--- src/rtl/lsu_if.sv ---
// ============================================================================
//  Module : lsu_if
//  Brief  : Data-memory request/grant + read-valid bus between LSU and memory.
//  Rev    : 1.0
// ============================================================================
`default_nettype none

interface lsu_if;
    logic        req;
    logic        gnt;
    logic [31:0] addr;
    logic        wen;
    logic [31:0] wdata;
    logic [3:0]  mask;
    logic        rvalid;
    logic [31:0] rdata;

    modport master (
        output req, addr, wen, wdata, mask,
        input  gnt, rvalid, rdata
    );

    modport slave (
        input  req, addr, wen, wdata, mask,
        output gnt, rvalid, rdata
    );
endinterface

`default_nettype wire

--- src/rtl/lsu.sv ---
// ============================================================================
//  Module : lsu
//  Brief  : Memory-stage load/store unit: aligns stores, extends loads, flags
//           misaligned/illegal ops and bus timeouts. One op in flight.
//  Rev    : 1.0
// ============================================================================
`default_nettype none

module lsu #(
    parameter int TIMEOUT = 64
) (
    input  wire logic        i_clk,
    input  wire logic        i_rst,
    input  wire logic        i_valid,
    output logic             o_ready,
    input  wire logic [31:0] i_addr,
    input  wire logic [31:0] i_wdata,
    input  wire logic        i_ren,
    input  wire logic        i_wen,
    input  wire logic [2:0]  i_funct3,
    lsu_if.master            dmem,
    output logic             o_valid,
    input  wire logic        i_ready,
    output logic [31:0]      o_rdata,
    output logic             o_misaligned,
    output logic             o_fault
);

    localparam int CW = (TIMEOUT < 2) ? 1 : $clog2(TIMEOUT + 1);

    typedef enum logic [1:0] {
        S_IDLE = 2'd0,
        S_REQ  = 2'd1,
        S_WAIT = 2'd2,
        S_DONE = 2'd3
    } state_t;

    state_t       state_q, state_d;
    logic [31:0]  addr_q, addr_d;
    logic [31:0]  wdata_q, wdata_d;
    logic [3:0]   mask_q, mask_d;
    logic [2:0]   f3_q, f3_d;
    logic         wen_q, wen_d;
    logic [31:0]  rdata_q, rdata_d;
    logic         mis_q, mis_d;
    logic         fault_q, fault_d;
    logic [CW-1:0] cnt_q, cnt_d;

    logic [15:0]  w_half;
    logic [7:0]   w_byte;
    logic [31:0]  w_load;
    logic         w_timeout;
    logic         w_illegal;
    logic         w_misal;

    assign w_half = addr_q[1] ? dmem.rdata[31:16] : dmem.rdata[15:0];
    assign w_byte = addr_q[0] ? w_half[15:8] : w_half[7:0];

    always_comb begin
        case (f3_q)
            3'b000:  w_load = {{24{w_byte[7]}}, w_byte};
            3'b001:  w_load = {{16{w_half[15]}}, w_half};
            3'b100:  w_load = {24'd0, w_byte};
            3'b101:  w_load = {16'd0, w_half};
            default: w_load = dmem.rdata;
        endcase
    end

    // Counter is cleared on entry to REQ, so hitting TIMEOUT-1 here means
    // this is the TIMEOUT-th cycle spent waiting on the bus.
    assign w_timeout = (TIMEOUT != 0) && (cnt_q == CW'(TIMEOUT - 1));

    assign w_illegal = (i_funct3 == 3'b011) || (i_funct3 == 3'b110) || (i_funct3 == 3'b111);
    assign w_misal   = ((i_funct3[1:0] == 2'b01) && i_addr[0]) ||
                       ((i_funct3[1:0] == 2'b10) && (i_addr[1:0] != 2'b00));

    always_comb begin
        state_d = state_q;
        addr_d  = addr_q;
        wdata_d = wdata_q;
        mask_d  = mask_q;
        f3_d    = f3_q;
        wen_d   = wen_q;
        rdata_d = rdata_q;
        mis_d   = mis_q;
        fault_d = fault_q;
        cnt_d   = cnt_q;

        case (state_q)
            S_IDLE: begin
                if (i_valid && (i_ren || i_wen)) begin
                    addr_d  = i_addr;
                    f3_d    = i_funct3;
                    wen_d   = i_wen;
                    rdata_d = 32'd0;
                    mis_d   = 1'b0;
                    fault_d = 1'b0;
                    cnt_d   = '0;
                    case (i_funct3[1:0])
                        2'b00: begin
                            mask_d  = 4'b0001 << i_addr[1:0];
                            wdata_d = {4{i_wdata[7:0]}};
                        end
                        2'b01: begin
                            mask_d  = 4'b0011 << i_addr[1:0];
                            wdata_d = {2{i_wdata[15:0]}};
                        end
                        default: begin
                            mask_d  = 4'b1111;
                            wdata_d = i_wdata;
                        end
                    endcase
                    if (w_illegal) begin
                        fault_d = 1'b1;
                        state_d = S_DONE;
                    end else if (w_misal) begin
                        mis_d   = 1'b1;
                        state_d = S_DONE;
                    end else begin
                        state_d = S_REQ;
                    end
                end
            end
            S_REQ: begin
                if (TIMEOUT != 0) cnt_d = cnt_q + CW'(1);
                if (dmem.gnt) begin
                    state_d = wen_q ? S_DONE : S_WAIT;
                end else if (w_timeout) begin
                    fault_d = 1'b1;
                    state_d = S_DONE;
                end
            end
            S_WAIT: begin
                if (TIMEOUT != 0) cnt_d = cnt_q + CW'(1);
                if (dmem.rvalid) begin
                    rdata_d = w_load;
                    state_d = S_DONE;
                end else if (w_timeout) begin
                    fault_d = 1'b1;
                    state_d = S_DONE;
                end
            end
            S_DONE: begin
                if (i_ready) begin
                    rdata_d = 32'd0;
                    mis_d   = 1'b0;
                    fault_d = 1'b0;
                    state_d = S_IDLE;
                end
            end
            default: state_d = S_IDLE;
        endcase
    end

    always_ff @(posedge i_clk or posedge i_rst) begin
        if (i_rst) begin
            state_q <= S_IDLE;
            addr_q  <= 32'd0;
            wdata_q <= 32'd0;
            mask_q  <= 4'd0;
            f3_q    <= 3'd0;
            wen_q   <= 1'b0;
            rdata_q <= 32'd0;
            mis_q   <= 1'b0;
            fault_q <= 1'b0;
            cnt_q   <= '0;
        end else begin
            state_q <= state_d;
            addr_q  <= addr_d;
            wdata_q <= wdata_d;
            mask_q  <= mask_d;
            f3_q    <= f3_d;
            wen_q   <= wen_d;
            rdata_q <= rdata_d;
            mis_q   <= mis_d;
            fault_q <= fault_d;
            cnt_q   <= cnt_d;
        end
    end

    // Bus fields are only driven while a request is outstanding.
    assign dmem.req   = (state_q == S_REQ);
    assign dmem.addr  = dmem.req ? {addr_q[31:2], 2'b00} : 32'd0;
    assign dmem.wen   = dmem.req & wen_q;
    assign dmem.wdata = dmem.req ? wdata_q : 32'd0;
    assign dmem.mask  = dmem.req ? mask_q : 4'd0;

    assign o_ready      = (state_q == S_IDLE) && !i_rst;
    assign o_valid      = (state_q == S_DONE);
    assign o_rdata      = rdata_q;
    assign o_misaligned = mis_q;
    assign o_fault      = fault_q;

endmodule

`default_nettype wire

--- src/flat_wrapper.sv ---
// flat-port wrapper written by rule: the top's interface ports become plain ports
module lsu_flat 
#(
    parameter int TIMEOUT = 64
)
  (i_clk, i_rst, i_valid, o_ready, i_addr, i_wdata, i_ren, i_wen, i_funct3, o_valid, i_ready, o_rdata, o_misaligned, o_fault, dmem_req, dmem_addr, dmem_wen, dmem_wdata, dmem_mask, dmem_gnt, dmem_rvalid, dmem_rdata);
  lsu_if dmem_i ();
  input  wire logic i_clk;
  input  wire logic i_rst;
  input  wire logic i_valid;
  output logic o_ready;
  input  wire logic [31:0] i_addr;
  input  wire logic [31:0] i_wdata;
  input  wire logic i_ren;
  input  wire logic i_wen;
  input  wire logic [2:0] i_funct3;
  output logic o_valid;
  input  wire logic i_ready;
  output logic [31:0] o_rdata;
  output logic o_misaligned;
  output logic o_fault;
  output wire logic [$bits(dmem_i.req)-1:0] dmem_req;
  output wire logic [$bits(dmem_i.addr)-1:0] dmem_addr;
  output wire logic [$bits(dmem_i.wen)-1:0] dmem_wen;
  output wire logic [$bits(dmem_i.wdata)-1:0] dmem_wdata;
  output wire logic [$bits(dmem_i.mask)-1:0] dmem_mask;
  input wire logic [$bits(dmem_i.gnt)-1:0] dmem_gnt;
  input wire logic [$bits(dmem_i.rvalid)-1:0] dmem_rvalid;
  input wire logic [$bits(dmem_i.rdata)-1:0] dmem_rdata;
  assign dmem_req = dmem_i.req;
  assign dmem_addr = dmem_i.addr;
  assign dmem_wen = dmem_i.wen;
  assign dmem_wdata = dmem_i.wdata;
  assign dmem_mask = dmem_i.mask;
  assign dmem_i.gnt = dmem_gnt;
  assign dmem_i.rvalid = dmem_rvalid;
  assign dmem_i.rdata = dmem_rdata;
  lsu #(.TIMEOUT(TIMEOUT)) u_core (.i_clk(i_clk), .i_rst(i_rst), .i_valid(i_valid), .o_ready(o_ready), .i_addr(i_addr), .i_wdata(i_wdata), .i_ren(i_ren), .i_wen(i_wen), .i_funct3(i_funct3), .dmem(dmem_i), .o_valid(o_valid), .i_ready(i_ready), .o_rdata(o_rdata), .o_misaligned(o_misaligned), .o_fault(o_fault));
endmodule
--- config.mk ---
export PLATFORM = sky130hd
export DESIGN_NAME = lsu_flat
export DESIGN_NICKNAME = d
export VERILOG_FILES = /design/src/rtl/lsu_if.sv /design/src/rtl/lsu.sv /design/src/flat_wrapper.sv
export SDC_FILE = /design/constraint.sdc
export NUM_CORES = 1
export LEC_CHECK = 0
export ABC_AREA = 1
export BUFFER_PORTS_ARGS = -buffer_cell sky130_fd_sc_hd__buf_2
export CAP_MARGIN = 10
export CORE_UTILIZATION = 45
export DETAILED_ROUTE_END_ITERATION = 10
export PLACE_DENSITY = 0.82
export SYNTH_ARGS = -nofsm -noshare
export SYNTH_HDL_FRONTEND = slang
export SYNTH_SLANG_ARGS = --single-unit
--- constraint.sdc ---
create_clock -name i_clk -period 4.6 [get_ports i_clk]
set_clock_uncertainty 0.2 [all_clocks]
set_input_delay 0.69 -clock i_clk [delete_from_list [all_inputs] [get_ports i_clk]]
set_output_delay 0.69 -clock i_clk [all_outputs]
set_load 0.03 [all_outputs]
Yosys cells after proc, flatten, opt, wreduce, memory -nomap -nowiden

Cells that the tools add are included.

Register bits: 115
Output and inout port bits: 106
Word-level logic and storage cells: 88

Eq/ne operators: 17
Shift-type cells: 2
Add/sub/neg operators: 1
Bitwise gates (word level): 1
Multiplexer cells: 34
Reductions and logical operators: 23

Operators with widths:

| cell                                                | number |
|---|---|
| two-way mux 32 bit                                  | 5 |
| one-hot mux 32 bit (4 select lines)                 | 1 |
| one-hot mux 32 bit (3 select lines)                 | 1 |
| one-hot mux 32 bit (2 select lines)                 | 1 |
| two-way mux 16 bit                                  | 1 |
| two-way mux 2 bit                                   | 7 |
| one-hot mux 7 bit (2 select lines)                  | 1 |
| equality test 3 bit, second input constant          | 4 |
| two-way mux 1 bit                                   | 10 |
| two-way mux 8 bit                                   | 1 |
| one-hot mux 2 bit (4 select lines)                  | 1 |
| one-hot mux 4 bit (2 select lines)                  | 1 |
| AND reduction 4 bit                                 | 2 |
| adder 7 x 1 -> 7 bit, second input constant         | 1 |
| equality test 7 x 6 -> 1 bit, second input constant | 1 |
| two-way mux 7 bit                                   | 1 |
| equality test 2 bit, second input constant          | 3 |
| != test 2 bit, second input constant                | 3 |
| AND reduction 2 bit                                 | 3 |
| nonzero test 2 bit                                  | 3 |
| equality test 2 x 1 -> 1 bit, second input constant | 2 |
| logical AND 1 bit                                   | 4 |
| logical NOT 2 bit                                   | 2 |
| logical OR 1 bit                                    | 4 |
| 14 further kinds                                    | 15 |

Logic depth before layout (Yosys ltp)

Word-level depth: 7
Depth in mapped cells: 11
Gate-level depth less buffers: 9

Worst setup path after synthesis

Ideal clock, no wire load.

Path kind: register -> output
From: register u_core.state_q[1]
To: output dmem_addr[10]
Buffers on the path: 3
Slack: 1933 ps
Arrival: 1777 ps
Required time: 3710 ps
Stages on the path, launching flop included: 8
Path through: dfrtp_1 -> inv_1 -> ha_1 -> clkbuf_1 -> buf_2 -> buf_2 -> nand2_1 -> inv_1

Word-level cells in the longest chain between the ends: 2

RTL lines:

| item                         | RTL line           | source |
|---|---|---|
| start: declaration           | lsu.sv:38          | `state_t state_q, state_d;` |
| start signal: assignment     | lsu.sv:168         | `state_q <= state_d;` |
| equality test 2 x 1 -> 1 bit | lsu.sv:182         | `assign dmem.req = (state_q == S_REQ);` |
| via dmem_req                 | flat_wrapper.sv:22 | `output wire logic [$bits(dmem_i.req)-1:0] dmem_req;` |
| two-way mux 32 bit           | lsu.sv:183         | `assign dmem.addr = dmem.req ? {addr_q[31:2], 2'b00} : 32'd0;` |
| end: declaration             | flat_wrapper.sv:23 | `output wire logic [$bits(dmem_i.addr)-1:0] dmem_addr;` |

The timed path passes the listed nets, and every way through them passes these cells.

Final worst setup path

From: register u_core.state_q[1]
To: output dmem_addr[2]

Word-level cells in the longest chain between the ends: 2

RTL lines:

| item                         | RTL line |
|---|---|
| equality test 2 x 1 -> 1 bit | lsu.sv:182 |
| two-way mux 32 bit           | lsu.sv:183 |

Every way passes these cells.

==> results.ini <==
[layout]
syn_to_final_growth_pct = 26.39
final_nets = 1239
fin_area_mm2 = 0.008011
layout-drive-gt1-share = 0.2344

[yosys]
syn_avg_cell_area_um2 = 6.765
synth_top_family_by_area = simple AND/OR/NAND/NOR gates
synthAdderAreaFrac = 0.01184
synth-seq-cells = 115
synth_cell_type_count = 31
synth_compound_area_frac = 0.06178
synth-xor-area-share = 0.001382
yosys_warnings = 0
yosys.area_share.simple = 0.3707
muxShareOfSynthArea = 0
syn_area_mm2 = 0.006339
netlist_instances = 937
ys_seq_area_frac = 0.4540

[timing]
slew_headroom = 0.3488
finalSetupViolCount = 0
period_share = 0.7157
rsz0062_at_grt = no
drv_slew = 0
setup_tns_ns = 0
finalHoldViolations = 0
worstMarginPinSlew_ns = 0.9754
timing.fmax_ghz = 0.3037
period_needed_ns = 3.292
hold_slack_ns = 0.1509

[job]
cap_violations = 0

[die]
ios = 213
dieArea_mm2 = 0.01456
die_height_um = 120.7
die_w_um = 120.7
core-area_mm2 = 0.01383
start_util = 0.4584
placementRows = 43

[drt]
drc = 0
wire_per_inst_um = 13.39
drtIter0Drc = 501
ant_nets = 0
wirelength_um = 17680
via_per_inst = 4.964
detail_route.first_pass.iterations = 5
vias = 6552

[global_routing]
grt_max_degree = 87
grt_pass1_wl_um = 28320
grt_use_total = 0.2522
antenna_found_initial = 2
grt_overflow = 0
grt_pass1_vias = 5992

[place]
port_buffers = 210
place_congestion = 0.8972
placed_cell_area_mm2 = 0.007426
hpwl_um = 12650

[outcome]
outcome = complete, no violations

[worst_setup_path]
path_max_fanout = 50
critPathRequiredTime_ns = 3.71
worst-setup-path-type = reg2out
critPathCaptureType = primary output
start_kind = flip-flop
cp.arrival_ns = 2.40

[clock_network]
cts_buffers = 17
root_buffer = clkbuf_16
htreeDepth = 4
cts_tree = yes
cts_sinks = 115
cts_hold_buf = 0
cts_buffer_depth = 2
clock_latency_ns = 0.42
path_clk_slew_ns = 0.05
postCtsSetupBuffers = 0
postCtsResizedCells = 0

[pwr]
ir_drop_v = 0.0003023
leakagePower_uw = 0.005179
power_density_mw_per_mm2 = 730.4

[worst_hold_path]
hp-class = in2async

==> report_power, final <==
group | internal (uW) | leakage (uW) | switching [uW] | total, uW
logic | 791 | 0.00343 | 1990 | 2780
registers | 1460 | 0.00148 | 320 | 1780
clock network | 802 | 0.000277 | 494 | 1300
==> logic make-up (layout without fill, tap and decap cells) <==
family | after synthesis | in the layout
and+or+nand+nor | 588 | 588
buffers and inverters | 152 | 353
DFF | 115 | 115
AOI/OAI and AO/OA | 74 | 74
adders and majority gates | 6 | 6
other | 1 | 3
xor gates and xnor gates | 1 | 1
==> cells in the mapped netlist, drive strengths merged <==
| cell type | n | area share |
|---|---|---|
| xor2 | 1 | 0.0014 |
| nand2 | 475 | 0.28 |
| o21a | 5 | 0.0059 |
| a21oi | 21 | 0.017 |
| dfrtp | 115 | 0.45 |
| ha | 6 | 0.012 |
| nor3 | 2 | 0.0016 |
| or2 | 4 | 0.0039 |
| conb | 1 | 0.00059 |
| o211ai | 1 | 0.0012 |
| nor2 | 68 | 0.043 |
| nand3 | 33 | 0.033 |
| a22oi | 1 | 0.0012 |
| o21ai | 46 | 0.036 |
| nand3b | 2 | 0.0024 |
| nand4 | 4 | 0.0049 |
| buf | 28 | 0.026 |
| clkbuf | 17 | 0.010 |
| inv | 107 | 0.063 |
==> worst max-delay path: stages, from the launching register on <==
cell	delay, ns
dfrtp_1	0.41
inv_1	0.13
ha_2	0.50
buf_4	0.52
nand2_1	0.16
inv_1	0.07
buf_2	0.19
==> routing by layer <==
metal,global-route usage,wire [um],vias to the layer above,part of all wire
met3,0.07217,1497,43,0.085
met5,0,0,-,0
met1,0.3076,7152,3005,0.40
met2,0.4142,8535,319,0.48
li1,-,-,3185,-
met4,0.1119,492,0,0.028
==> state kept, by name, summed over array words and instances, names as in the netlist <==
| register | flops |
|---|---|
| u_core.state_q | 2 |
| u_core.wdata_q | 32 |
| u_core.mask_q | 4 |
| u_core.o_fault | 1 |
| u_core.o_rdata | 32 |
| u_core.wen_q | 1 |
| u_core.o_misaligned | 1 |
| u_core.f3_q | 3 |
| u_core.addr_q | 32 |
| u_core.cnt_q | 7 |
==> path summary, 6_finish.rpt <==
| check | start | slack [ns] | end | depth (start not counted) |
|---|---|---|---|---|
| hold / removal | i_rst | 0.15 | u_core.mask_q[2] | 2 |
| hold reg to reg | u_core.o_rdata[9] | 0.27 | u_core.o_rdata[9] | 2 |
| max in group asynchronous | i_rst | 3.16 | u_core.wen_q | 3 |
| setup / recovery | u_core.state_q[1] | 1.31 | dmem_addr[2] | 6 |
| min in group i_clk | i_addr[19] | 0.27 | u_core.addr_q[19] | 3 |
| setup reg to reg | u_core.state_q[0] | 1.77 | u_core.o_rdata[1] | 7 |
==> cell usage in the layout, fill, tap and decap left out, drive strengths merged <==
cell type,instances
nand4,4
dfrtp,115
a21oi,21
bufinv,2
xor2,1
diode,1
a22oi,1
buf,214
nor3,2
nand2,475
conb,2
clkbuf,18
o211ai,1
nand3,33
nand3b,2
o21ai,46
o21a,5
clkinv,6
ha,6
nor2,68
clkinvlp,3
or2,4
inv,110
==> through the flow <==
step / total power [uW] / cells / setup slack, ns / util
2_1_floorplan: 3842 / 938 / 0.6659 / -
3_3_place_gp: 4501 / 1287 / 1.742 / 0.5371
3_5_place_dp: 4566 / 1287 / 1.725 / 0.5371
4_1_cts: 5885 / 1319 / 1.271 / 0.5792
5_1_grt: 6280 / 1319 / 1.126 / 0.5792
6_report: 5852 / 1320 / 1.308 / 0.5794
==> final cells by class <==
type	count	area, um2
fill	1317	5816
sequential	115	2878
multi-input combinational	671	2838
timing repair buffer	214	1081
clock buffer	18	429.2
inverter	107	404.1
tap	180	225.2
clock inverter	14	153.9
antenna	1	2.502
No activity file was read; power rests on OpenSTA's default activity.
